$ cat src/rtl/sram_controller.sv
// sram_controller
//   Sequencing FSM for the ANN's shared SRAM loader. A detect request starts
//   one image load. After that the block serves any number of coefficient
//   loads on request, until the ANN reports that processing is done. It then
//   returns to idle.
//
// Ports
//   clk                  in  system clock, rising edge
//   n_rst                in  asynchronous reset, ACTIVE-HIGH despite the name
//   start_detecting      in  pulse/level: begin a detection run (image load)
//   request_coef         in  pulse/level: fetch the next coefficient block
//   done_processing      in  level: ANN finished, end the run
//   sram_done            in  pulse from the SRAM engine: current load complete
//   image_weights_loaded out 1 while image data is resident (COEF_* states)
//   n_coef_image         out load select: 0 = image, 1 = coefficients
//   start_sram           out one-cycle start pulse to the SRAM engine
//
// This is a Moore machine. Every output is decoded from the registered state
// only. A reset therefore drives the outputs low as soon as the state register
// clears, without waiting for a clock edge.

module sram_controller (
    input  logic clk,
    input  logic n_rst,
    input  logic start_detecting,
    input  logic request_coef,
    input  logic done_processing,
    input  logic sram_done,
    output logic image_weights_loaded,
    output logic n_coef_image,
    output logic start_sram
);

    typedef enum logic [2:0] {
        IDLE       = 3'd0,
        IMG_START  = 3'd1,
        IMG_WAIT   = 3'd2,
        COEF_IDLE  = 3'd3,
        COEF_START = 3'd4,
        COEF_WAIT  = 3'd5
    } state_e;

    state_e state_q, state_d;

    always_ff @(posedge clk or posedge n_rst) begin
        if (n_rst) state_q <= IDLE;
        else       state_q <= state_d;
    end

    // Next-state logic. Each state reacts only to the inputs it cares about.
    // Every other input is ignored. done_processing is seen only in
    // COEF_IDLE, so a done that arrives during a load takes effect once that
    // load has finished.
    always_comb begin
        state_d = state_q;
        unique case (state_q)
            IDLE:       if (start_detecting) state_d = IMG_START;
            IMG_START:  state_d = IMG_WAIT;
            IMG_WAIT:   if (sram_done) state_d = COEF_IDLE;
            COEF_IDLE: begin
                if (done_processing)   state_d = IDLE;
                else if (request_coef) state_d = COEF_START;
            end
            COEF_START: state_d = COEF_WAIT;
            COEF_WAIT:  if (sram_done) state_d = COEF_IDLE;
            default:    state_d = IDLE;   // encodings 6/7 recover
        endcase
    end

    // Output decode from state only.
    always_comb begin
        start_sram           = 1'b0;
        n_coef_image         = 1'b0;
        image_weights_loaded = 1'b0;
        unique case (state_q)
            IMG_START: start_sram = 1'b1;
            COEF_IDLE: begin
                n_coef_image         = 1'b1;
                image_weights_loaded = 1'b1;
            end
            COEF_START: begin
                start_sram           = 1'b1;
                n_coef_image         = 1'b1;
                image_weights_loaded = 1'b1;
            end
            COEF_WAIT: begin
                n_coef_image         = 1'b1;
                image_weights_loaded = 1'b1;
            end
            default: ;
        endcase
    end

endmodule

$ cat config.mk
export PLATFORM = sky130hd
export DESIGN_NAME = sram_controller
export DESIGN_NICKNAME = d
export VERILOG_FILES = /design/src/rtl/sram_controller.sv
export SDC_FILE = /design/constraint.sdc
export NUM_CORES = 1
export LEC_CHECK = 0
export CAP_MARGIN = 20
export CORE_AREA = 2 2 39 41
export DETAILED_ROUTE_END_ITERATION = 8
export DIE_AREA = 0 0 41 43
export PLACE_DENSITY = 0.34
export RECOVER_POWER = 50
export SKIP_LAST_GASP = 1
export SLEW_MARGIN = 25
export SYNTH_ARGS = -nofsm -noshare
export SYNTH_HDL_FRONTEND = slang
export SYNTH_SLANG_ARGS = --single-unit
export TNS_END_PERCENT = 5
$ cat constraint.sdc
create_clock -name clk -period 1.32 [get_ports clk]
set_clock_uncertainty 0.1 [all_clocks]
set_input_delay 0.264 -clock clk [delete_from_list [all_inputs] [get_ports clk]]
set_output_delay 0.264 -clock clk [all_outputs]
set_load 0.01 [all_outputs]
==> results of run 1 <==
-- metal layers --
metal | part of all wire, % | up-vias
li1 | - | 115
met1 | 42 | 87
met2 | 46 | 8
met3 | 9.0 | 2
met4 | 2.9 | 0
met5 | 0 | -
-- where the power goes --
part	leakage, uW	switching (uW)	internal, uW
sequential	0.0000375	31.6	131
clock	0.0000150	47.6	113
combinational	0.000127	172	218
-- worst max-delay path by stage --
stage,slack (ns),end,startpoint,cells after the start
2_1_floorplan,0.06,n_coef_image,state_q[1]$_DFFE_PP0P_,4
3_3_place_gp,-0.27,image_weights_loaded,state_q[2]$_DFFE_PP0P_,4
3_5_place_dp,-0.28,n_coef_image,state_q[2]$_DFFE_PP0P_,4
4_1_cts,-0.12,n_coef_image,state_q[2]$_DFFE_PP0P_,4
5_1_grt,-0.18,n_coef_image,state_q[2]$_DFFE_PP0P_,4
6_report,-0.1,n_coef_image,state_q[2]$_DFFE_PP0P_,4
-- worst max-delay path, cell delays in order (launching register included) --
cell and delay, ns:
dfrtp_1 0.41, nor2b_2 0.14, nand2_1 0.07, nand2_1 0.07
buf_2 0.13
-- kinds of logic (layout without fill, tap and decap cells) --
| kind of cell | Yosys count | in the layout | share of synthesized area [%] |
|---|---|---|---|
| DFF | 3 | 3 | 38.7 |
| AOI/OAI and AO/OA | 7 | 7 | 24.5 |
| xor gates and xnor gates | 1 | 1 | 4.52 |
| buffers and inverters | 5 | 22 | 12.3 |
| and+or+nand+nor | 7 | 7 | 20.0 |
-- cell type report --
class                      count  area (um2)
clock buffer                   4        26.3
inverter                       3        11.3
fill                         163        1040
timing repair buffer          15         118
tap                           16        20.0
sequential                     3        75.1
multi-input combinational     15        95.1
-- cell usage after synthesis --
master | instances | share of area, %
nand2b_1 | 1 | 3.2
or2_1 | 1 | 3.2
buf_4 | 1 | 3.9
a21oi_1 | 3 | 7.7
inv_1 | 3 | 5.8
nor2b_2 | 1 | 4.5
a21o_1 | 1 | 3.9
xnor2_1 | 1 | 4.5
dfrtp_1 | 3 | 39
buf_2 | 1 | 2.6
o221ai_1 | 1 | 4.5
o22ai_1 | 1 | 3.2
a41o_1 | 1 | 5.2
nand2_1 | 2 | 3.9
nor2_1 | 1 | 1.9
nor2b_1 | 1 | 3.2
-- stage by stage --
| step | instance area (um2) | setup TNS [ns] | util, % |
|---|---|---|---|
| after floorplan | 194 | 0 | - |
| after global placement | 334 | -0.971 | 24.1 |
| after detailed placement | 334 | -1.00 | 24.1 |
| after CTS | 345 | -0.296 | 25.0 |
| after global routing | 345 | -0.499 | 25.0 |
| final | 345 | -0.247 | 25.0 |
-- what timing repair did --
item | 4_1_cts | 5_1_grt
setup endpoints to repair | 3 | 3
resized for setup | 12 | 0
pin swaps | 2 | 0
==> metrics, run 1 <==
Worst R2R Start=state_q[1]$_DFFE_PP0P_; Post-Syn Instances=23; Final period util=107%; WL/cell=9.16 um; critical path class=flop to output pin; Routed Antenna Nets=0; Largest regs=state_q (3); detailed placement HPWL=411 um; Worst EP required=0.96 ns; vias in the first global route=233; clock transition at the registers of the reported paths=0.04 ns; # placed instances=52; Leak=0.000180 uW; Core Area=1380 um2; final hold violations=0; non-filler cells in the finished layout=56; Synth Register Bits=3; Root Buffer=clkbuf_4; commonest non-fill, non-tap cell in the layout=buf_4; worst slack at placement=-0.278 ns; fin worst setup slack=-0.0975 ns; max_cap viols=0; hold crit path type=input pin to async pin; Setup-failing EPs final=3; largest net degree at the start of global routing=6; die area=1760 um2; Min Clock Period, post-route=1.42 ns; Max transition margin=86.1%; final net count=47; initial antenna violation count=0; R2R Path End=state_q[0]$_DFFE_PP0P_; CP Launch Type=flop; clk buf depth=2; failing checks=negative setup slack; drt pass-1 iters=1; n_diodes=0; Netlist Area Pre-Place=194 um2; RSZ-0062 raised after global routing=yes; height of the die=43 um; final wirelength=513 um; DR iter-0 viols=0; drt via density=3.79; fmax=0.705 GHz; CP arrival=1.05 ns; Overflow after GRT=0; peak supply drop=0.701 mV; Area Growth Syn to Fin=78.1%; post-CTS setup repair buffer count=0; Largest Register=state_q; Syn Area/Cell=8.43 um2; CTS buffer count=3; CTS sink cnt=3; GP Congestion=0.593; I/O Pins=9; worst skew pair latency=0.23 ns; max reg flops=3; synth warn=0; Seq/Total Area, Yosys=38.7%; PwrDens=2070 nW/um2; outcome=complete, but fails checks; slack of the worst reg-to-reg path=0.14 ns; GR Util met1=8.12%; port buffer count=8; crit-path max FO=4; GR Util All Layers=7.85%; Pwr Total=714 uW; first-pass GRT wire length=841 um; GR Layer Usage met3=3.14%; most used routing layer=met2; share of layout cells above drive strength 1=35.0%; most frequent cells in the layout=buf_4 (7), clkdlybuf4s50_1 (4); Initial Util=14.0%; CTS Hold Buffers Added=0; post-synthesis cell type count=16; row cnt=14; met2 Use GR=10.9%; H-tree depth=1; Die Wd=41 um; CTS tree=done; Worst Setup End Kind=output pin; Hold Slack=0.229 ns; Final Max Slew Viols=0; routed vias=212; reg2reg path depth=4; Least-Margin Pin Slew=0.208 ns; syn_nets=29; Remaining DRCs=0
Power figures use the tool's default switching activity.
==> inputs of run 2 (changes only) <==
Settings changed: CTS_CLUSTER_SIZE from default to 8, PLACE_DENSITY 0.34 to default, PLACE_DENSITY_LB_ADDON from default to 0.3.
==> metrics, run 2 (synthesized netlist as in run 1, its figures left out) <==
initial antenna violation count=0 (unchanged); Final period util=109% (+1.6 points); Worst Setup End Kind=output pin; routed vias=237 (+12%); final hold violations=0 (unchanged); outcome=complete, but fails checks; CTS Hold Buffers Added=0 (unchanged); n_diodes=0 (unchanged); share of layout cells above drive strength 1=47.7% (+13 points); RSZ-0062 raised after global routing=yes; port buffer count=8 (unchanged); Routed Antenna Nets=0 (unchanged); combinational fraction of design power=63.0% (+8.3 points); Min Clock Period, post-route=1.44 ns (+0.0205 ns); clock transition at the registers of the reported paths=0.04 ns (about the same); clk buf depth=2 (unchanged); fin worst setup slack=-0.118 ns (-0.0205 ns); Final Util=28.8% (+3.9 points); Largest regs=state_q (3); max reg flops=3 (unchanged); Least-Margin Pin Slew=0.204 ns (-0.00405 ns); GR Util All Layers=9.47% (+1.6 points); Root Buffer=clkbuf_4; drt pass-1 iters=1 (unchanged); Worst EP required=0.96 ns (about the same); first-pass GRT wire length=1030 um (+22%); CP Launch Type=flop; Remaining DRCs=0 (unchanged); critical path class=flop to output pin; hold crit path type=input pin to async pin; GP Congestion=0.586 (-1.3%); CP arrival=1.07 ns (+0.02 ns); Final Max Slew Viols=0 (unchanged); most frequent cells in the layout=buf_4 (11), clkdlybuf4s50_1 (4), a21oi_1 (3), inv_1 (3), clkbuf_4 (3); height of the die=43 um (unchanged); worst skew pair latency=0.23 ns (about the same); Largest Register=state_q; peak supply drop=0.630 mV (-10%); I/O Pins=9 (unchanged); H-tree depth=1 (unchanged); crit path max-delay cell type=dfrtp_1; Area Growth Syn to Fin=106%; Setup-failing EPs final=4 (+1); drt via density=3.95 (+4.3%); CTS sink cnt=3 (unchanged); vias in the first global route=254 (+9.0%); failing checks=negative setup slack; Die Wd=41 um (unchanged); crit-path max FO=4 (unchanged); PwrDens=2270 nW/um2 (+9.9%); # fillers=157 (-3.7%); slowest stage delay, CP=0.39 ns (-0.02 ns); largest net degree at the start of global routing=5 (-1); P_sw=304 uW (+21%); area occupied by multi-input gates=105 um2 (+11%); WL/cell=11.1 um (+21%); DR iter-0 viols=0 (unchanged); die area=1760 um2 (unchanged); final net count=51 (+8.5%); commonest non-fill, non-tap cell in the layout=buf_4; Max transition margin=86.4% (+0.27 points); Sequential cell area=76.3 um2 (+1.7%); row cnt=14 (unchanged); clock share of power=17.7% (-4.8 points); Leak=0.000204 uW (+14%); CP Cell Sequence=nor2b_4, nand2_2, nand2_2, buf_6; CP most frequent cell=nand2_2; Core Area=1380 um2 (unchanged); Hold Slack=0.230 ns (+0.00187 ns); fmax=0.695 GHz (-1.4%); final wirelength=665 um (+30%); CTS buffer count=3 (unchanged); Overflow after GRT=0 (unchanged); CTS tree=done; max_cap viols=0 (unchanged); Internal Power=602 uW (+30%); sw frac=33.5% (-1.7 points); detailed placement HPWL=404 um (-1.8%); Seq pwr share=19.3% (-3.4 points); Initial Util=14.0% (unchanged)
## run 2: metal layers
layer / GRT usage [%] / share of wire, % / up-vias
met4: 8.00 / 2.4 / 0
met3: 3.14 / 7.2 / 2
met2: 15.3 / 52 / 11
met5: 0 / 0 / -
met1: 8.77 / 38 / 106
li1: - / - / 118
## run 2: through the flow
stage          area [um2]  std cells  setup slack, ns  power [uW]  TNS [ns]
6_report              399         60           -0.118         906    -0.398
5_1_grt               399         60           -0.188         991    -0.674
4_1_cts               382         60           -0.121         843    -0.354
3_5_place_dp          327         51           -0.316         602     -1.02
3_3_place_gp          327         51           -0.312         594    -0.969
2_1_floorplan         194         23           0.0630         380         0
## run 2: area by class of cell
cell class	count	area share [%]
Timing Repair Buffer	19	40.1
Multi-Input combinational cell	15	26.3
Sequential cell	3	19.1
Clock buffer	4	6.58
Tap cell	16	5.02
Inverter	3	2.82
## run 2: power groups by stage
| stage | clock network, uW | registers, uW | logic [uW] |
|---|---|---|---|
| global route | 185 | 180 | 627 |
| global placement | 0 | 178 | 416 |
| finish | 160 | 175 | 571 |
| floorplan | 0 | 158 | 223 |
| detailed placement | 0 | 177 | 424 |
| CTS | 170 | 173 | 500 |
## run 2: worst paths after layout
path / startpoint / to / slack (ns) / cells after the start
setup / recovery: state_q[1]$_DFFE_PP0P_ / n_coef_image / -0.12 / 4
hold / removal: n_rst / state_q[0]$_DFFE_PP0P_ / 0.23 / 2
setup reg to reg: state_q[1]$_DFFE_PP0P_ / state_q[0]$_DFFE_PP0P_ / -0.08 / 6
hold reg to reg: state_q[1]$_DFFE_PP0P_ / state_q[1]$_DFFE_PP0P_ / 0.54 / 2
max in group asynchronous: n_rst / state_q[2]$_DFFE_PP0P_ / 0.75 / 2
min in group clk: state_q[1]$_DFFE_PP0P_ / state_q[1]$_DFFE_PP0P_ / 0.54 / 2
## run 2: repair_timing
| item | 4_1_cts | 5_1_grt |
|---|---|---|
| setup endpoints to repair | 3 | 4 |
| resized for setup | 14 | 4 |
| pin swaps | 2 | 2 |
| buffers inserted | 5 | 0 |
## run 2: worst max-delay path: cells and delay by family, from the launching register on
family / cells / cell delay (ns)
flip-flops: 1 / 0.39
AND/OR/NAND/NOR: 3 / 0.34
buffers and inverters: 1 / 0.10
